File: src/rtl/ddr2_cmd_scheduler.sv
// DDR2 inter-bank command scheduler.
// Each cycle it picks at most one ACT/RD/WR/PRE/REF request from the bank
// controllers and issues it as a registered command on the DFI control bus.
// Grants are combinational in the selection cycle. The command appears on DFI
// one cycle later. Inter-bank spacing (tRRD, tCCD, tWTR, tRTW) is enforced here.
module ddr2_cmd_scheduler #(
  parameter int  NUM_BANKS  = 8,
  parameter int  RA_WIDTH   = 14,
  parameter int  CA_WIDTH   = 10,
  parameter int  ADDR_WIDTH = 14,
  parameter int  TW         = 4,
  localparam int BA_WIDTH   = $clog2(NUM_BANKS)
) (
  input  logic                          clk,
  input  logic                          rst_n,
  input  logic                          init_done,
  input  logic [TW-1:0]                 t_rrd,
  input  logic [TW-1:0]                 t_ccd,
  input  logic [TW-1:0]                 t_wtr,
  input  logic [TW-1:0]                 t_rtw,
  input  logic [NUM_BANKS-1:0]          act_req,
  input  logic [NUM_BANKS-1:0]          rd_req,
  input  logic [NUM_BANKS-1:0]          wr_req,
  input  logic [NUM_BANKS-1:0]          pre_req,
  input  logic [NUM_BANKS-1:0]          ref_req,
  input  logic [NUM_BANKS*RA_WIDTH-1:0] ra,
  input  logic [NUM_BANKS*CA_WIDTH-1:0] ca,
  output logic [NUM_BANKS-1:0]          act_gnt,
  output logic [NUM_BANKS-1:0]          rd_gnt,
  output logic [NUM_BANKS-1:0]          wr_gnt,
  output logic [NUM_BANKS-1:0]          pre_gnt,
  output logic [NUM_BANKS-1:0]          ref_gnt,
  output logic                          dfi_cke,
  output logic                          dfi_cs_n,
  output logic                          dfi_ras_n,
  output logic                          dfi_cas_n,
  output logic                          dfi_we_n,
  output logic [BA_WIDTH-1:0]           dfi_ba,
  output logic [ADDR_WIDTH-1:0]         dfi_addr,
  output logic                          dfi_odt
);

  typedef enum logic [2:0] {CMD_NONE, CMD_ACT, CMD_RD, CMD_WR, CMD_PRE, CMD_REF} cmd_e;
  typedef enum logic [1:0] {CAS_NONE, CAS_RD, CAS_WR} cas_e;

  logic [TW-1:0]       rrd_cnt, ccd_cnt, wtr_cnt, rtw_cnt;
  logic [BA_WIDTH-1:0] rr_ptr;
  cas_e                last_cas;

  cmd_e                sel_cmd;
  logic [BA_WIDTH-1:0] sel_bank;
  logic [NUM_BANKS-1:0] sel_onehot;
  logic                rd_ok, wr_ok, act_ok;
  logic [BA_WIDTH:0]   act_pick, rd_pick, wr_pick, pre_pick;

  // Round-robin search from ptr; returns {found, index}.
  function automatic logic [BA_WIDTH:0] rr_pick(input logic [NUM_BANKS-1:0] req,
                                                input logic [BA_WIDTH-1:0]  ptr);
    logic [BA_WIDTH-1:0] idx;
    rr_pick = '0;
    // Walk offsets from farthest to nearest so the nearest requester wins.
    for (int i = NUM_BANKS - 1; i >= 0; i--) begin
      idx = BA_WIDTH'((int'(ptr) + i) % NUM_BANKS);
      if (req[idx]) rr_pick = {1'b1, idx};
    end
  endfunction

  // Down-counter step: load t-1 on issue (0 or 1 both mean no wait), else saturate at 0.
  function automatic logic [TW-1:0] cnt_next(input logic [TW-1:0] cnt,
                                             input logic          load,
                                             input logic [TW-1:0] t);
    if (load) return (t == '0) ? '0 : t - 1'b1;
    return (cnt == '0) ? '0 : cnt - 1'b1;
  endfunction

  assign act_ok = (rrd_cnt == '0);
  assign rd_ok  = (ccd_cnt == '0) && (wtr_cnt == '0);
  assign wr_ok  = (ccd_cnt == '0) && (rtw_cnt == '0);

  assign act_pick = rr_pick(act_req & {NUM_BANKS{act_ok}}, rr_ptr);
  assign rd_pick  = rr_pick(rd_req  & {NUM_BANKS{rd_ok}},  rr_ptr);
  assign wr_pick  = rr_pick(wr_req  & {NUM_BANKS{wr_ok}},  rr_ptr);
  assign pre_pick = rr_pick(pre_req, rr_ptr);

  // Class arbitration: REF > RD/WR (last CAS direction breaks ties) > ACT > PRE.
  always_comb begin
    // NOTE: every output of a combinational block gets a default first, so no path leaves it unassigned and no latch is inferred.
    sel_cmd  = CMD_NONE;
    sel_bank = '0;
    if (rst_n && init_done) begin
      if (&ref_req) begin
        sel_cmd = CMD_REF;
      end else if (rd_pick[BA_WIDTH] && (!wr_pick[BA_WIDTH] || last_cas != CAS_WR)) begin
        sel_cmd  = CMD_RD;
        sel_bank = rd_pick[BA_WIDTH-1:0];
      end else if (wr_pick[BA_WIDTH]) begin
        sel_cmd  = CMD_WR;
        sel_bank = wr_pick[BA_WIDTH-1:0];
      end else if (act_pick[BA_WIDTH]) begin
        sel_cmd  = CMD_ACT;
        sel_bank = act_pick[BA_WIDTH-1:0];
      end else if (pre_pick[BA_WIDTH]) begin
        sel_cmd  = CMD_PRE;
        sel_bank = pre_pick[BA_WIDTH-1:0];
      end
    end
  end

  // Decode the selection into one-cycle grant pulses.
  always_comb begin
    sel_onehot = NUM_BANKS'(1) << sel_bank;
    act_gnt    = (sel_cmd == CMD_ACT) ? sel_onehot : '0;
    rd_gnt     = (sel_cmd == CMD_RD)  ? sel_onehot : '0;
    wr_gnt     = (sel_cmd == CMD_WR)  ? sel_onehot : '0;
    pre_gnt    = (sel_cmd == CMD_PRE) ? sel_onehot : '0;
    ref_gnt    = (sel_cmd == CMD_REF) ? '1 : '0;
  end

  // Register the selected command onto the DFI control bus.
  always_ff @(posedge clk or negedge rst_n) begin
    if (!rst_n) begin
      dfi_cke                                    <= 1'b0;
      {dfi_cs_n, dfi_ras_n, dfi_cas_n, dfi_we_n} <= 4'b1111;
      dfi_ba                                     <= '0;
      dfi_addr                                   <= '0;
    end else begin
      // NOTE: sequential state uses non-blocking assignments so every register samples pre-edge values.
      dfi_cke <= init_done;
      dfi_ba  <= sel_bank;
      // Column widths stay below A10, so zero-extension keeps auto-precharge off.
      case (sel_cmd)
        CMD_ACT: begin
          {dfi_cs_n, dfi_ras_n, dfi_cas_n, dfi_we_n} <= 4'b0011;
          dfi_addr <= ADDR_WIDTH'(ra[sel_bank*RA_WIDTH +: RA_WIDTH]);
        end
        CMD_RD: begin
          {dfi_cs_n, dfi_ras_n, dfi_cas_n, dfi_we_n} <= 4'b0101;
          dfi_addr <= ADDR_WIDTH'(ca[sel_bank*CA_WIDTH +: CA_WIDTH]);
        end
        CMD_WR: begin
          {dfi_cs_n, dfi_ras_n, dfi_cas_n, dfi_we_n} <= 4'b0100;
          dfi_addr <= ADDR_WIDTH'(ca[sel_bank*CA_WIDTH +: CA_WIDTH]);
        end
        CMD_PRE: begin
          {dfi_cs_n, dfi_ras_n, dfi_cas_n, dfi_we_n} <= 4'b0010;
          dfi_addr <= '0;
        end
        CMD_REF: begin
          {dfi_cs_n, dfi_ras_n, dfi_cas_n, dfi_we_n} <= 4'b0001;
          dfi_addr <= '0;
        end
        default: begin
          {dfi_cs_n, dfi_ras_n, dfi_cas_n, dfi_we_n} <= 4'b1111;
          dfi_addr <= '0;
        end
      endcase
    end
  end

  // Timing counters, round-robin pointer and last CAS direction.
  always_ff @(posedge clk or negedge rst_n) begin
    if (!rst_n) begin
      rrd_cnt  <= '0;
      ccd_cnt  <= '0;
      wtr_cnt  <= '0;
      rtw_cnt  <= '0;
      rr_ptr   <= '0;
      last_cas <= CAS_NONE;
    end else begin
      rrd_cnt <= cnt_next(rrd_cnt, sel_cmd == CMD_ACT, t_rrd);
      ccd_cnt <= cnt_next(ccd_cnt, sel_cmd == CMD_RD || sel_cmd == CMD_WR, t_ccd);
      wtr_cnt <= cnt_next(wtr_cnt, sel_cmd == CMD_WR, t_wtr);
      rtw_cnt <= cnt_next(rtw_cnt, sel_cmd == CMD_RD, t_rtw);
      if (sel_cmd == CMD_RD) last_cas <= CAS_RD;
      if (sel_cmd == CMD_WR) last_cas <= CAS_WR;
      // All-bank refresh does not move the fairness pointer.
      if (sel_cmd != CMD_NONE && sel_cmd != CMD_REF)
        rr_ptr <= (sel_bank == BA_WIDTH'(NUM_BANKS - 1)) ? '0 : sel_bank + 1'b1;
    end
  end

  assign dfi_odt = 1'b0;

endmodule
File: config.mk
export PLATFORM = sky130hd
export DESIGN_NAME = ddr2_cmd_scheduler
export DESIGN_NICKNAME = d
export VERILOG_FILES = /design/src/rtl/ddr2_cmd_scheduler.sv
export SDC_FILE = /design/constraint.sdc
export NUM_CORES = 1
export LEC_CHECK = 0
export CORE_MARGIN = 8
export CORE_UTILIZATION = 30
export CTS_CLUSTER_SIZE = 24
export DETAILED_ROUTE_END_ITERATION = 8
export PLACE_DENSITY = 0.61
export SYNTH_ARGS = -nofsm -noshare
export SYNTH_HDL_FRONTEND = slang
export SYNTH_SLANG_ARGS = --single-unit
export TNS_END_PERCENT = 50
File: constraint.sdc
create_clock -name clk -period 4.6 [get_ports clk]
set_input_delay 0.46 -clock clk [delete_from_list [all_inputs] [get_ports clk]]
set_output_delay 0.46 -clock clk [all_outputs]
set_load 0.03 [all_outputs]
==> flow_summary_export.csv <==
group,metric,value,unit
final_layout,synthToLayoutAreaGrowth,69.7,%
clock_network,clockBufferDepth,2,
timing,setup_viol,0,
timing,relSlewSlack,0.385,
outcome,status,"finished, final reports clean",
routing,viasPerCell,5.62,
yosys,async_flop_share,1.00,
final_layout,layout_common_cells,"clkdlybuf4s50_1, mux2i_1, buf_4",
critical_path,r2r_cells,19,
critical_path,r2r_setup_slack,150,ps
critical_path,cp_cell_sequence,"inv_2, ha_4, buf_4, mux4_2, buf_6, a221o_1, o21ai_0, o21ai_0, o32ai_2, o2111ai_1, a21oi_2, a311oi_4, buf_4, buf_4, ha_4, inv_8, nor2_4, buf_6",
routing,post_drt_wl_per_cell,22.4,um
place,dpl.hpwl,28.4,mm
pwr,power_leakage,5.59,nW
yosys,synth_edf_count,0,
yosys,syn_inst,881,
place,place_area,0.0120,mm2
clock_network,numCtsBuffers,5,
die,die_x,176,um
global_routing,grt_antenna_before_repair,2,
final_layout,final_common_cell,"clkdlybuf4s50_1",
clock_network,hold_buffers,0,
critical_path,reg2reg_to,"dfi_addr[7]",
final_layout,nFillCells,2370,
routing,route.detailed.drc,0,
global_routing,grt_pass1_vias,8882,
final_layout,final_layout_size_suffix_gt1_frac,0.287,
yosys,synthFlopType,"dfrtp_1",
timing,finalSetupTns,0,ps
die,start_util,0.304,
routing,firstDrtPassIters,6,
clock_network,clkSlewWorstSetupHoldPaths,70,ps
critical_path,start_kind,"flop",
critical_path,end_kind,"output port",
global_routing,grt_overflow,0,
yosys,synth_fp_nets,1140,
die,core-area,0.0251,mm2
routing,wl,36.0,mm
global_routing,grt_pass1_wl,52.7,mm
timing,hold_violations,0,
yosys,yosysWarnings,0,
yosys,syn_area,0.00763,mm2
timing,max_freq,0.219,GHz
routing,num_vias,9035,
final_layout,final_nets,1536,
place,place.gp.congestion,0.893,
clock_network,h-tree-depth,2,
timing,rsz0062_at_grt,"yes",
die,die_area,0.0308,mm2
yosys,synth_cell_type_count,85,
critical_path,cp_common_cell,"buf_4",
global_routing,grt_use_total,0.215,
clock_network,clk_latency,290,ps
final_layout,seqCellArea,0.00108,mm2
timing,tightest_slew,919,ps
timing,post-route-period-util,0.993,
die,std_cell_rows,58,
worst_hold_path,hp-class,"in2async",
final_layout,num_antenna_cells,0,
global_routing,grt_max_degree,53,
timing,post-route-min-period,4570,ps
clock_network,clockRootBuffer,"clkbuf_16",
final_layout,final_cell_area,0.0130,mm2
critical_path,r2r-start,"rr_ptr[0]",
clock_network,clock_sinks,43,
critical_path,crit_fanout,6,
flow_run,cap_violations,0,
yosys,ys_seq_area_frac,0.142,
critical_path,slowest_delay,540,ps
routing,ant_nets,0,
clock_network,tritoncts,"done",
critical_path,slowest_stage,"mux4_2",
final_layout,multiInputGateArea,0.00673,mm2
die,io_pins,314,
place,io_buffers,312,
critical_path,crit_required,4140,ps
yosys,syn_avg_cell_area,8.66,um2
timing,finClkSkew,4.17,ps
critical_path,crit_type,"reg2out",
yosys,ys_ff_latch,43,
timing,whs,139,ps
timing,drv_slew,0,
pwr,vdd_ir_drop_max,0.000297,V
routing,dr.first_iter.drc_count,608,
die,die_h,176,um
pwr,power.density,635,mW/mm2
critical_path,worst_ep_arrival_time,4110,ps
-- worst max-delay path: cells and delay by family (launching register included) --
family,cells,cell delay [ps]
fa+ha+maj,2,510
flops,1,430
mux,1,540
buf+inv,7,920
compound gates,7,1340
simple gates,1,50
-- Yosys cell counts (5+ instances only) --
cell type,count,area share
mux2i_1,165,0.22
nand2_1,89,0.044
nor2_1,71,0.035
a21oi_1,48,0.031
dfrtp_1,39,0.13
mux4_2,39,0.12
nand3_1,27,0.018
o21ai_0,24,0.016
o221ai_1,24,0.028
nor3_1,22,0.014
clkbuf_1,21,0.010
o22ai_1,21,0.017
buf_2,19,0.012
buf_4,18,0.018
mux2_2,18,0.027
mux2_1,13,0.019
a31oi_1,10,0.0082
buf_6,10,0.015
nand2b_1,10,0.0082
a211oi_1,9,0.0089
and2_1,8,0.0066
ha_1,8,0.013
o31ai_1,8,0.0079
or3_1,8,0.0066
inv_1,7,0.0034
nor2b_1,7,0.0057
a22o_1,6,0.0069
a311oi_1,6,0.0069
inv_2,5,0.0025
nand4_1,5,0.0041
-- through the flow --
stage | cells | power [mW] | setup WS [ps] | util
floorplan | 881 | 4.91 | 0.848 | -
global placement | 1571 | 6.96 | -186 | 0.477
detailed placement | 1571 | 6.97 | -222 | 0.477
CTS | 1590 | 7.60 | -6.53 | 0.489
global route | 1608 | 8.82 | -139 | 0.516
finish | 1608 | 8.23 | 31.3 | 0.516
-- metal layers --
layer,global-route usage,part of all wire
met5,0,0.00064
met4,0.0371,0.017
met3,0.0337,0.059
met2,0.379,0.50
met1,0.276,0.42
-- worst max path at each step --
stage                     startpoint  slack (ps)         end  cells past startpoint
after floorplan            rr_ptr[0]         0.8  act_gnt[7]                     20
after global placement     rd_req[4]        -190  act_gnt[3]                     15
after detailed placement   rd_req[4]        -220  act_gnt[3]                     15
after CTS                  rr_ptr[0]          -7   rd_gnt[7]                     17
after global routing       rr_ptr[0]        -140  act_gnt[7]                     17
final                      rr_ptr[0]          30  act_gnt[3]                     18
-- sequential cells by signal, summed over array words and instances, names as in the netlist, 2 cells and up --
signal,cells
dfi_ba,3
ccd_cnt,4
rrd_cnt,4
dfi_addr,14
rr_ptr,3
last_cas,2
wtr_cnt,4
rtw_cnt,4
-- repair_timing --
item / 4_1_cts / 5_1_grt
gates cloned: 0 / 3
hold endpoints to repair: 0 / 0
endpoints found under the setup margin: 32 / 36
gates resized for setup: 17 / 100
pin swaps: 7 / 23
buffers inserted: 11 / 15
-- cell type report --
cell class	count	share of cell area
Tap cell	330	0.0319
Timing Repair Buffer	459	0.347
Sequential cell	43	0.0836
Multi-Input combinational cell	756	0.519
Inverter	12	0.00502
Clock inverter	2	0.00290
Clock buffer	6	0.00995
-- logic make-up (layout without fill, tap and decap cells) --
group / Yosys count / count (layout) / share of synthesized area
buffers and inverters: 82 / 479 / 0.0621
muxes: 235 / 235 / 0.377
adders and majority gates: 8 / 8 / 0.0131
and+or+nand+nor: 282 / 282 / 0.182
xor gates and xnor gates: 5 / 5 / 0.0102
AOI/OAI and AO/OA: 225 / 225 / 0.213
DFF: 43 / 43 / 0.142
other: 1 / 1 / 0.000491
-- power breakdown --
group / switching (mW) / total [mW] / internal [mW]
Clock: 0.163 / 0.420 / 0.257
Sequential: 0.103 / 0.612 / 0.508
Combinational: 3.79 / 7.19 / 3.41
Total: 4.05 / 8.23 / 4.17
Power figures use the tool's default switching activity.
